File: src/rtl/lcv_mul32_seq.sv
// 32x32->64 multiply sequenced over one registered 17x17 signed multiplier.
// Optional: define LCV_MUL32_SEQ_EARLY_ZERO_EN to skip the multiplier for zero operands.
module lcv_mul32_seq (
  input  logic        clk,
  input  logic        rst,
  input  logic        inp_valid,
  output logic        inp_ready,
  input  logic [31:0] inp_a,
  input  logic [31:0] inp_b,
  input  logic        inp_signed,
  output logic        outp_valid,
  input  logic        outp_ready,
  output logic [63:0] outp_prod,
  output logic        outp_busy
);

  typedef enum logic [1:0] {
    S_IDLE,
    S_ISSUE,
    S_LAST,
    S_DONE
  } state_t;

  state_t             r_state;
  state_t             w_state_nxt;
  logic        [31:0] r_a;
  logic        [31:0] r_b;
  logic               r_sgn;
  logic        [1:0]  r_idx;
  logic        [63:0] r_acc;
  logic signed [33:0] r_prod;

  logic               w_latch;
  logic               w_acc_clr;
  logic               w_acc_en;
  logic               w_mul_en;
  logic               w_idx_clr;
  logic               w_idx_inc;
  logic               w_zero_op;

  logic signed [16:0] w_ah;
  logic signed [16:0] w_al;
  logic signed [16:0] w_bh;
  logic signed [16:0] w_bl;
  logic signed [16:0] w_mx;
  logic signed [16:0] w_my;
  logic signed [33:0] w_mp;
  logic        [1:0]  w_pp_idx;
  logic        [5:0]  w_shift;
  logic        [63:0] w_pp_ext;
  logic        [63:0] w_pp_sh;

  // Low halves are magnitude bits; only the high halves carry sign.
  assign w_ah = {r_sgn & r_a[31], r_a[31:16]};
  assign w_al = {1'b0, r_a[15:0]};
  assign w_bh = {r_sgn & r_b[31], r_b[31:16]};
  assign w_bl = {1'b0, r_b[15:0]};

  // idx[1] picks the a half, idx[0] the b half.
  assign w_mx = r_idx[1] ? w_ah : w_al;
  assign w_my = r_idx[0] ? w_bh : w_bl;
  assign w_mp = w_mx * w_my;

  // r_prod always holds the product issued one cycle earlier.
  assign w_pp_idx = (r_state == S_LAST) ? 2'd3 : (r_idx - 2'd1);

  always_comb begin
    w_shift = 6'd0;
    unique case (w_pp_idx)
      2'd0:    w_shift = 6'd0;
      2'd1:    w_shift = 6'd16;
      2'd2:    w_shift = 6'd16;
      default: w_shift = 6'd32;
    endcase
  end

  assign w_pp_ext = {{30{r_prod[33]}}, r_prod};
  assign w_pp_sh  = w_pp_ext << w_shift;

`ifdef LCV_MUL32_SEQ_EARLY_ZERO_EN
  assign w_zero_op = (inp_a == 32'd0) || (inp_b == 32'd0);
`else
  assign w_zero_op = 1'b0;
`endif

  always_comb begin
    w_state_nxt = r_state;
    w_latch     = 1'b0;
    w_acc_clr   = 1'b0;
    w_acc_en    = 1'b0;
    w_mul_en    = 1'b0;
    w_idx_clr   = 1'b0;
    w_idx_inc   = 1'b0;
    unique case (r_state)
      S_IDLE: begin
        if (inp_valid) begin
          w_latch   = 1'b1;
          w_acc_clr = 1'b1;
          w_idx_clr = 1'b1;
          if (w_zero_op) begin
            w_state_nxt = S_DONE;
          end else begin
            w_state_nxt = S_ISSUE;
          end
        end
      end
      S_ISSUE: begin
        w_mul_en  = 1'b1;
        w_acc_en  = (r_idx != 2'd0);
        w_idx_inc = 1'b1;
        if (r_idx == 2'd3) begin
          w_state_nxt = S_LAST;
        end
      end
      S_LAST: begin
        w_acc_en    = 1'b1;
        w_state_nxt = S_DONE;
      end
      S_DONE: begin
        if (outp_ready) begin
          w_state_nxt = S_IDLE;
        end
      end
      default: begin
        w_state_nxt = S_IDLE;
      end
    endcase
  end

  always_ff @(posedge clk or posedge rst) begin
    if (rst) begin
      r_state <= S_IDLE;
    end else begin
      r_state <= w_state_nxt;
    end
  end

  always_ff @(posedge clk or posedge rst) begin
    if (rst) begin
      r_a   <= 32'd0;
      r_b   <= 32'd0;
      r_sgn <= 1'b0;
    end else if (w_latch) begin
      r_a   <= inp_a;
      r_b   <= inp_b;
      r_sgn <= inp_signed;
    end
  end

  always_ff @(posedge clk or posedge rst) begin
    if (rst) begin
      r_idx <= 2'd0;
    end else if (w_idx_clr) begin
      r_idx <= 2'd0;
    end else if (w_idx_inc) begin
      r_idx <= r_idx + 2'd1;
    end
  end

  always_ff @(posedge clk or posedge rst) begin
    if (rst) begin
      r_prod <= '0;
    end else if (w_mul_en) begin
      r_prod <= w_mp;
    end
  end

  always_ff @(posedge clk or posedge rst) begin
    if (rst) begin
      r_acc <= 64'd0;
    end else if (w_acc_clr) begin
      r_acc <= 64'd0;
    end else if (w_acc_en) begin
      r_acc <= r_acc + w_pp_sh;
    end
  end

  assign inp_ready  = (r_state == S_IDLE) && !rst;
  assign outp_valid = (r_state == S_DONE);
  assign outp_busy  = (r_state != S_IDLE);
  assign outp_prod  = r_acc;

endmodule

File: config.mk
export PLATFORM = sky130hd
export DESIGN_NAME = lcv_mul32_seq
export DESIGN_NICKNAME = d
export VERILOG_FILES = /design/src/rtl/lcv_mul32_seq.sv
export SDC_FILE = /design/constraint.sdc
export NUM_CORES = 1
export LEC_CHECK = 0
export ABC_AREA = 1
export CAP_MARGIN = 30
export CELL_PAD_IN_SITES_DETAIL_PLACEMENT = 1
export CELL_PAD_IN_SITES_GLOBAL_PLACEMENT = 2
export CORE_ASPECT_RATIO = 0.8
export CORE_MARGIN = 10
export CORE_UTILIZATION = 38
export DETAILED_ROUTE_END_ITERATION = 16
export PLACE_DENSITY_LB_ADDON = 0.1
export SYNTH_ARGS = -nofsm -noshare
export SYNTH_HDL_FRONTEND = slang
export SYNTH_SLANG_ARGS = --single-unit
File: constraint.sdc
create_clock -name clk -period 15.9 [get_ports clk]
set_input_delay 4.77 -clock clk [delete_from_list [all_inputs] [get_ports clk]]
set_output_delay 4.77 -clock clk [all_outputs]
set_load 0.02 [all_outputs]
After elaboration in Yosys (flattened, before gate mapping)
Cells that the tools add are included.
- register bits: 167
- bits in latches: 0
- RAM bits: 0
- bits in read-only memories: 0
- output and inout bits: 67
- logic and storage cells: 49
- memories kept: 0
- add/sub/neg operators: 3
- $mul: 1
- div/mod/pow operators: 0
- magnitude comparators: 0
- equality and inequality tests: 9
- shift-type cells: 1
- muxes and demuxes: 16
- bitwise gates (word level): 2
- reductions and logical operators: 10
- operator list (cell ; count):
    64-bit two-way mux ; 2
    64-bit adder ; 1
    64-bit by 6-bit << shifter with 64-bit output ; 1
    17-bit by 17-bit multiplier with 34-bit output ; 1
    17-bit two-way mux ; 2
    2-bit two-way mux ; 6
    6-bit case mux with 2 select lines ; 1
    2-bit == test (second input constant) ; 4
    2-bit case mux with 4 select lines ; 1
    2-bit nonzero test ; 4
    2-bit by 1-bit == test with 1-bit output (second input constant) ; 2
    2-bit logical NOT ; 2
    2-bit inequality test (second input constant) ; 2
    1-bit two-way mux ; 3
    3-bit AND reduction ; 1
    2-bit by 1-bit adder with 2-bit output (second input constant) ; 1
    1-bit bitwise AND ; 2
    2-bit by 1-bit inequality test with 1-bit output (second input constant) ; 1
    1-bit case mux with 2 select lines ; 1
    2-bit OR reduction ; 1
    2-bit by 1-bit subtractor with 2-bit output (second input constant) ; 1
    1-bit logical AND ; 1
    1-bit logical NOT ; 1

Logic depth before layout (Yosys ltp)
Gate-level depths: netlist of run 1.
- depth in word-level cells: 9
- mapped depth: 31
- depth with buffers taken out: 29

Worst setup path after synthesis of run 1
OpenSTA, ideal clock, no wires.
- path type: input to output
- start point: in rst
- end point: out inp_ready
- data arrival time: 5.063 ns
- slack: 6.067 ns
- cell stages on the path: 1
- buffers on the path: 0
- cells stage by stage: nor2_1
- cells in the longest elaborated chain, start to end: 2
- RTL lines (element ; RTL line ; source):
    from (decl) ; 5 ; input logic rst,
    1-bit logical NOT ; 178 ; assign inp_ready = (r_state == S_IDLE) && !rst;
    1-bit logical AND ; 178 ;
    to (decl) ; 7 ; output logic inp_ready,
No other way between the ends.

Final worst setup path of run 1
Same ends and word-level chain as after synthesis.

==> results by group, run 1 <==
Outcome
  – Status: complete, no violations

Synth
  – Post-Synth Simple-Gate Area: 30.3%
  – Netlist cell types: 41
  – Cells after Synth: approximately 3600
  – Synth Net Count: 4138
  – Post-synthesis mux area share: 0%
  – Post-synth ARST share: between 90% and 100%
  – Mapped Area: roughly 0.024 mm2
  – YS warnings: 0
  – Register area share after synthesis: about 17%
  – Post-Synth Adder-Cell Area: 32.3%
  – Post-synth EDFFs: 0
  – XOR/XNOR Fraction of Synth Area: less than 1%
  – FF+latch count, synth: between 150 and 200
  – Main combinational cell family by area after synthesis: adder cells
  – Post-synthesis compound-gate area fraction: 6.08%
  – Ys flop type: dfrtp_1
  – Syn Area/Cell: 6.76 um2

GRT
  – Vias in the first global route: 24900
  – Pin count of the biggest net entering global routing: 73
  – First-pass GRT wire length: 150000 um
  – GR Overflow Total: 0
  – GRT Util Overall: 25.9%
  – Initial antenna violation count: 5

Clock tree
  – CTS Buffer Depth: 2
  – CTS Sinks: 167
  – Setup repair bufs after CTS: 0
  – Clock latency at the later pin of the worst-skew pair: approximately 500 ps
  – Hold_buf cts: 0
  – CTS tree: yes
  – CTS H-tree lvls: 4
  – Clock Tree Root: clkbuf_16
  – Num CTS Buffers: 17
  – Resize count post-CTS: 0
  – Reg clk slew, reported paths: ~90 ps

Placement
  – Cells after DPL: ~4600
  – Routability cong.: 0.933
  – Final HPWL from detailed placement: ~82000 um
  – # port buffers: 135

Cells and area
  – Fraction of layout cells with a size suffix above 1: about 4.8%
  – Filler instances: 8306
  – Net total in the final layout: 4256
  – Area Growth Syn to Fin: 12.5%
  – Non-filler cells, final: 4598

Detailed routing
  – Final ANT Viol Nets: 0
  – DRC: 0
  – Pre-Repair DR Iteration Count: 5
  – Drt wl/cell: roughly 21 um
  – Mean number of vias per cell: ~5.1
  – Final wirelength: 96400 um
  – Vias: 23400
  – Initial drt markers: 1581

STA
  – Pins over their slew limit: 0
  – Setup TNS: 0 ps
  – Tmin final: 10770 ps
  – Post-Route Skew: 16.7 ps
  – Hold_ws: 483 ps
  – Maximum clock frequency: 92.8 MHz
  – Hold Vio Cnt, Final: 0
  – Final setup vio count: 0
  – RSZ-0062 raised after global routing: no
  – Max-slew headroom: 27.5%
  – Crit share post-route: 67.8%
  – Worst-Margin Slew: 1080 ps

Worst setup path
  – Critical path endpoint category: primary output
  – Crit-path slowest cell: clkdlybuf4s50_1
  – CP Class: in -> out
  – Critical path fanouts, max: 2
  – Worst R2R Setup Slack: 8030 ps
  – Top cell by count, worst path: clkdlybuf4s50_1
  – Worst Path Arrival: approximately 6000 ps
  – CP top delay family: buffers and inverters
  – CP Cell Sequence: clkdlybuf4s50_1, nor2_1, clkdlybuf4s50_1
  – Critical Path Source Type: primary input
  – Sum of buffers and inverters on the critical path: 2
  – Data required time of the critical path: roughly 11000 ps
  – CP peak stage delay: 610 ps

Die
  – Die Y: around 250 um
  – Die width: 304 um
  – IO Count: ~140
  – Core Box Area: 0.0640 mm2
  – FP Rows: 83
  – Die area: between 0.07 and 0.08 mm2
  – Initial Utilization: a little under two fifths

Flow run
  – Number of max-cap violations: 0

Hold path
  – Min-delay worst type: reg -> reg
==> cell type report <==
class | count | area [um2] | share of cell area (%)
clock buffers | 17 | 425 | 1.55
multi-input cells | 2588 | 17000 | 61.8
diodes | 1 | 2.50 | 0.00909
flip-flops and latches | 167 | 4180 | 15.2
inverters | 780 | 2930 | 10.7
clock inverters | 15 | 220 | 0.800
repair buffers | 180 | 1700 | 6.17
well taps | 850 | 1060 | 3.87
==> tightest hold or removal path, delay by kind of cell (launching register included) <==
kind | cells | cell delay [ps]
DFF | 1 | 350
and+or+nand+nor | 2 | 110
==> state kept, by name, summed over array words and instances, names as in the netlist <==
register,cells
r_state,2
r_a,32
r_sgn,1
outp_prod,64
r_prod,34
r_idx,2
r_b,32
==> per-stage QoR <==
stage / setup slack, ps / area [um2] / util (%)
6_report: 5130 / 27500 / 43.0
3_5_place_dp: 5110 / 26900 / 42.0
5_1_grt: 5080 / 27500 / 43.0
2_1_floorplan: 6070 / 24500 / -
4_1_cts: 5110 / 27500 / 43.0
3_3_place_gp: 5110 / 26800 / 41.9
==> path summary, 6_finish.rpt <==
| path | startpoint | to | cells after the start |
|---|---|---|---|
| max | rst | inp_ready | 3 |
| min | r_b[30] | r_b[30] | 2 |
| max reg2reg | r_idx[1] | r_prod[21] | 24 |
| min reg2reg | r_b[30] | r_b[30] | 2 |
| max in group asynchronous | rst | r_a[24] | 3 |
| min in group asynchronous | rst | outp_prod[17] | 2 |
==> metal layers <==
metal  GRT usage, %  vias to the layer above  routed length (um)
met2           38.1                      572               39500
met3           4.10                       69                6140
li1               -                    11000                   -
met1           39.6                    11800               49500
met4           4.55                        4                1220
met5              0                        -                  32
==> kinds of logic after synthesis <==
group | after synthesis
fa+ha+maj | 453
flops | 167
simple gates | 1841
xor+xnor | 21
buf+inv | 861
compound gates | 273
==> layout by cell type, fill, tap and decap left out, types with 3 or more instances in the layout <==
master,n
clkdlybuf4s50_1,135
dfrtp_1,167
or2_2,32
o22ai_1,18
clkbuf_16,17
nand2_1,1262
nor2_2,10
o31ai_1,3
buf_2,4
a21boi_0,3
nor3_1,18
fa_1,297
clkinv_8,6
o21ai_0,110
nand3_2,4
xor2_1,8
xnor2_1,13
nor3_2,4
nand2_2,16
o21ai_2,15
o21ai_1,23
clkinv_1,4
nand3b_1,4
inv_2,14
nand3_1,146
a21oi_1,89
inv_1,761
nand4_1,19
buf_4,39
ha_1,156
nor2_4,3
nor2_1,319
o21bai_1,4
inv_8,3
==> Yosys cell counts, drive strengths merged (22+ instances only) <==
library cell	n	area share [%]
nor3	22	0.53
inv	776	12
nand2	1278	20
nand3	150	3.2
fa	297	24
a21oi	89	1.8
dfrtp	167	17
or2	33	0.84
nor2	332	5.3
clkbuf	43	0.66
buf	38	0.83
ha	156	8.0
o21ai	148	3.2
Power of run 1 is left out: the tool's default activity adds up to more than one toggle a clock period on the data nets, which glitch-free logic cannot reach.
==> run 2: changes to the inputs <==
--- a/config.mk
+++ b/config.mk
@@ -11,7 +11,7 @@
 export CELL_PAD_IN_SITES_GLOBAL_PLACEMENT = 2
 export CORE_ASPECT_RATIO = 0.8
 export CORE_MARGIN = 10
-export CORE_UTILIZATION = 38
+export CORE_UTILIZATION = 32
 export DETAILED_ROUTE_END_ITERATION = 16
 export PLACE_DENSITY_LB_ADDON = 0.1
 export SYNTH_ARGS = -nofsm -noshare
==> constraint.sdc (replaced) <==
create_clock -name clk -period 9.8 [get_ports clk]
set_input_delay 2.94 -clock clk [delete_from_list [all_inputs] [get_ports clk]]
set_output_delay 2.94 -clock clk [all_outputs]
set_load 0.02 [all_outputs]
==> results by group, run 2 (synthesized netlist as in run 1, its figures left out) <==
Outcome
  – Status: complete, no violations

STA
  – RSZ-0062 raised after global routing: no
  – Hold Vio Cnt, Final: 0
  – Final setup vio count: 0
  – Tmin final: 8420 ps
  – Final WS setup: roughly 1400 ps
  – Max-slew headroom: a little over a quarter
  – Pins over their slew limit: 0
  – Setup TNS: 0 ps
  – Crit share post-route: 85.9%
  – Maximum clock frequency: approximately 120 MHz
  – Post-Route Skew: 38.0 ps
  – Worst-Margin Slew: 1090 ps

Placement
  – Final HPWL from detailed placement: 86500 um
  – Pre-CTS WS: 1470 ps
  – # port buffers: 135
  – Routability cong.: 0.941

Clock tree
  – Clock Tree Root: clkbuf_16
  – CTS H-tree lvls: 4
  – CTS Sinks: 167
  – CTS tree: yes
  – Reg clk slew, reported paths: approximately 80 ps
  – Hold_buf cts: 0
  – Setup repair bufs after CTS: 0
  – Resize count post-CTS: 0
  – Clock latency at the later pin of the worst-skew pair: 530 ps
  – CTS Buffer Depth: 2
  – Num CTS Buffers: 17

Die
  – Core Box Area: 0.0756 mm2
  – FP Rows: 90
  – Die Y: 267 um
  – Die width: 329 um
  – Die area: 0.0879 mm2
  – Initial Utilization: 32.4%
  – IO Count: ~140

Worst setup path
  – CP peak stage delay: a little under 900 ps
  – Top cell by count, worst path: fa_1
  – Data required time of the critical path: 10190 ps
  – Critical path endpoint category: flop
  – CP Class: reg -> reg
  – Crit-path slowest cell: dfrtp_1
  – Critical Path Source Type: flop
  – Worst Path Arrival: 8810 ps
  – Sum of buffers and inverters on the critical path: 3
  – Crit. path cell count: 21
  – Worst R2R Setup Slack: 1380 ps
  – Critical path fanouts, max: 18
  – Worst Reg-to-Reg Cells: 21
  – CP top delay family: adder cells
  – Reg2reg end: r_prod[31]
  – CP Cell Sequence: nand2_1, nor2_1, inv_1, nor2_1, fa_1, fa_1, inv_1, fa_1, fa_1, inv_1, fa_1, fa_1, ha_1, a21oi_1, nor2_1, nor2_1, o21ai_0, a21oi_1, nand3_1, nand3_1, nand2_1
  – Worst R2R Start: r_idx[1]

Cells and area
  – Finished Core Util: 36.7%
  – Commonest non-fill, non-tap cells in the layout: nand2_1 (1262), inv_1 (761), nor2_1 (319), fa_1 (297), dfrtp_1 (167)
  – Most common cell after layout, fill and taps aside: nand2_1
  – Max FFs per register: 64
  – Footprint of the multi-input gates: 0.0170 mm2
  – Fraction of layout cells with a size suffix above 1: between 4 and 5%
  – FF+latch area: 0.00418 mm2
  – Filler instances: 9607
  – Area Growth Syn to Fin: 13.5%
  – Net total in the final layout: 4254

Hold path
  – Worst hold path cell count: 2
  – Worst Hold Path EP: r_a[2]
  – Hold Path Origin: r_a[2]
  – Min-delay worst type: reg -> reg

GRT
  – GR Overflow Total: 0
  – Vias in the first global route: 24600
  – First-pass GRT wire length: between 150000 and 200000 um
  – Pin count of the biggest net entering global routing: 73
  – Initial antenna violation count: 7
  – GRT Util Overall: approximately a quarter

Detailed routing
  – Mean number of vias per cell: 4.87
  – Vias: 23200
  – Pre-Repair DR Iteration Count: 5
  – Final wirelength: 101000 um
  – Initial drt markers: 1637
  – DRC: 0
  – Final ANT Viol Nets: 0
  – Drt wl/cell: ~21 um

Flow run
  – Number of max-cap violations: 0
run 2: cell type report:
class | instances | share of cell area, %
multi-input cells | 2588 | 61.2
well taps | 1012 | 4.56
inverters | 780 | 10.6
diodes | 2 | 0.0180
repair buffers | 178 | 6.23
clock buffers | 17 | 1.53
clock inverters | 15 | 0.798
flip-flops and latches | 167 | 15.1
run 2: how the worst max path moves through the flow:
stage	startpoint	to	slack [ps]
detailed placement	r_idx[1]	r_prod[31]	1470
CTS	r_idx[1]	r_prod[31]	1400
finish	r_idx[1]	r_prod[31]	1380
global route	r_idx[1]	r_prod[33]	890
floorplan	rst	outp_prod[0]	2340
global placement	r_idx[1]	r_prod[31]	1500
run 2: routing by layer:
layer  wire length, um  track usage, %
met4               926            3.56
met3              5630            3.91
met5                 0               0
met2             40700            33.2
met1             54200            36.6
run 2: worst min-delay path, delay by kind of cell (launching register included):
| family | cells | cell delay (ps) |
|---|---|---|
| and+or+nand+nor | 2 | 100 |
| DFF | 1 | 340 |
run 2: through the flow:
stage	cells	area, um2	hold slack (ps)
2_1_floorplan	3616	24500	441
6_report	4759	27800	478
3_3_place_gp	4713	27000	458
4_1_cts	4753	27700	482
5_1_grt	4757	27700	502
3_5_place_dp	4721	27000	462
Power of run 2 is left out for the same reason.
==> run 3: changes to the inputs <==
--- a/config.mk
+++ b/config.mk
@@ -11,9 +11,10 @@
 export CELL_PAD_IN_SITES_GLOBAL_PLACEMENT = 2
 export CORE_ASPECT_RATIO = 0.8
 export CORE_MARGIN = 10
-export CORE_UTILIZATION = 32
+export CORE_UTILIZATION = 34
 export DETAILED_ROUTE_END_ITERATION = 16
-export PLACE_DENSITY_LB_ADDON = 0.1
+export DONT_BUFFER_PORTS = 1
+export PLACE_DENSITY_LB_ADDON = 0.2
 export SYNTH_ARGS = -nofsm -noshare
 export SYNTH_HDL_FRONTEND = slang
 export SYNTH_SLANG_ARGS = --single-unit
==> results by group, run 3 (synthesized netlist as in run 1, its figures left out) <==
GRT
  – GRT Util Overall: 23.6%
  – Vias in the first global route: 24300
  – Pin count of the biggest net entering global routing: 73
  – Initial antenna violation count: 3
  – GR Overflow Total: 0
  – First-pass GRT wire length: between 100000 and 150000 um

Worst setup path
  – Sum of buffers and inverters on the critical path: 8
  – Critical path endpoint category: flop
  – CP Class: reg -> reg
  – CP top delay family: adder cells
  – Crit-path slowest cell: dfrtp_1
  – Crit. path cell count: 28
  – Critical Path Source Type: flop
  – Worst Reg-to-Reg Cells: 28
  – CP peak stage delay: 860 ps
  – Critical path fanouts, max: 18
  – Worst Path Arrival: approximately 8500 ps
  – Data required time of the critical path: between 10000 and 15000 ps
  – Top cell by count, worst path: inv_1

STA
  – Final WS setup: 1680 ps
  – RSZ-0062 raised after global routing: no
  – Crit share post-route: 82.9%
  – Pins over their slew limit: 0
  – Worst-Margin Slew: 1060 ps
  – Final setup vio count: 0
  – Max-slew headroom: 28.4%
  – Hold Vio Cnt, Final: 0
  – Tmin final: 8120 ps
  – Setup TNS: 0 ps
  – Post-Route Skew: roughly 16 ps
  – Maximum clock frequency: about 120 MHz

Clock tree
  – Setup repair bufs after CTS: 0
  – CTS Buffer Depth: 2
  – CTS tree: yes
  – CTS H-tree lvls: 4
  – Resize count post-CTS: 0
  – Reg clk slew, reported paths: 90 ps
  – CTS Sinks: between 150 and 200
  – Hold_buf cts: 0
  – Clock latency at the later pin of the worst-skew pair: 510 ps
  – Clock Tree Root: clkbuf_16
  – Num CTS Buffers: 17

Cells and area
  – Filler instances: about 9100
  – Net total in the final layout: about 4100
  – Max FFs per register: 64
  – Fraction of layout cells with a size suffix above 1: 4.72%
  – Area Growth Syn to Fin: 7.36%
  – Design area: 0.0263 mm2
  – Most common cell after layout, fill and taps aside: nand2_1
  – Commonest non-fill, non-tap cells in the layout: nand2_1 (1262), inv_1 (761), nor2_1 (319), fa_1 (297), dfrtp_1 (167)

Detailed routing
  – Drt wl/cell: 21.2 um
  – DRC: 0
  – Final wirelength: 96300 um
  – Final ANT Viol Nets: 0
  – Mean number of vias per cell: around 5
  – Pre-Repair DR Iteration Count: 5
  – Vias: 22600
  – Initial drt markers: 1480

Die
  – Die Y: 260 um
  – Die width: 320 um
  – Core Box Area: 0.0709 mm2
  – IO Count: 136
  – Die area: slightly above 0.08 mm2
  – Initial Utilization: 34.5%
  – FP Rows: 87

Outcome
  – Status: complete, no violations

Placement
  – Final HPWL from detailed placement: 83000 um
  – Routability cong.: 0.951
  – Pre-CTS WS: 1770 ps
  – # port buffers: 0
  – Placed inst area: 0.0256 mm2

Hold path
  – Worst hold path cell count: 2
  – Min-delay worst type: reg -> reg

Flow run
  – Number of max-cap violations: 0
## run 3: cell types whose count changed in the layout (fill, tap and decap cells not counted), sizes merged
cell,previous run,this run
clkdlybuf4s50,135,0
buf,42,35
clkbuf,18,19
clkinv,10,11
diode,2,1
inv,785,784
## run 3: routing by layer
| layer | vias to the layer above | GRT usage [%] | routed length, um |
|---|---|---|---|
| li1 | 10700 | - | - |
| met1 | 11300 | 35.2 | 48700 |
| met2 | 529 | 33.7 | 38600 |
| met3 | 63 | 6.29 | 7710 |
| met4 | 0 | 4.57 | 1220 |
| met5 | - | 0 | 0 |
## run 3: tightest hold or removal path, stage by stage, from the launching register on
cell,delay (ps)
dfrtp_1,350
nand2_1,50
nand2_1,50
## run 3: final cells by class
cell class	instances	area (um2)	area share, %
Inverter	780	2930	11.2
Clock buffer	17	425	1.62
Timing Repair Buffer	37	337	1.28
Antenna cell	1	2.50	0.00953
Sequential cell	167	4180	15.9
Clock inverter	15	211	0.806
Multi-Input combinational cell	2588	17000	64.7
Tap cell	934	1170	4.45
## run 3: worst paths after layout
check                           slack [ps]      endpoint     start
max in group asynchronous             6280    r_prod[12]       rst
worst max register to register        1680    r_prod[18]  r_idx[1]
min in group asynchronous             2340  outp_prod[2]       rst
worst min register to register         480       r_a[18]   r_a[18]
worst max-delay path                  1680    r_prod[18]  r_idx[1]
worst min-delay path                   480       r_a[18]   r_a[18]
## run 3: metrics by stage
step           util, %  std cells  hold WS (ps)
2_1_floorplan        -       3616           441
3_3_place_gp      35.9       4495           456
3_5_place_dp      36.1       4503           462
4_1_cts           37.0       4535           487
5_1_grt           37.0       4538           498
6_report          37.0       4539           482
Power of run 3 is left out for the same reason.
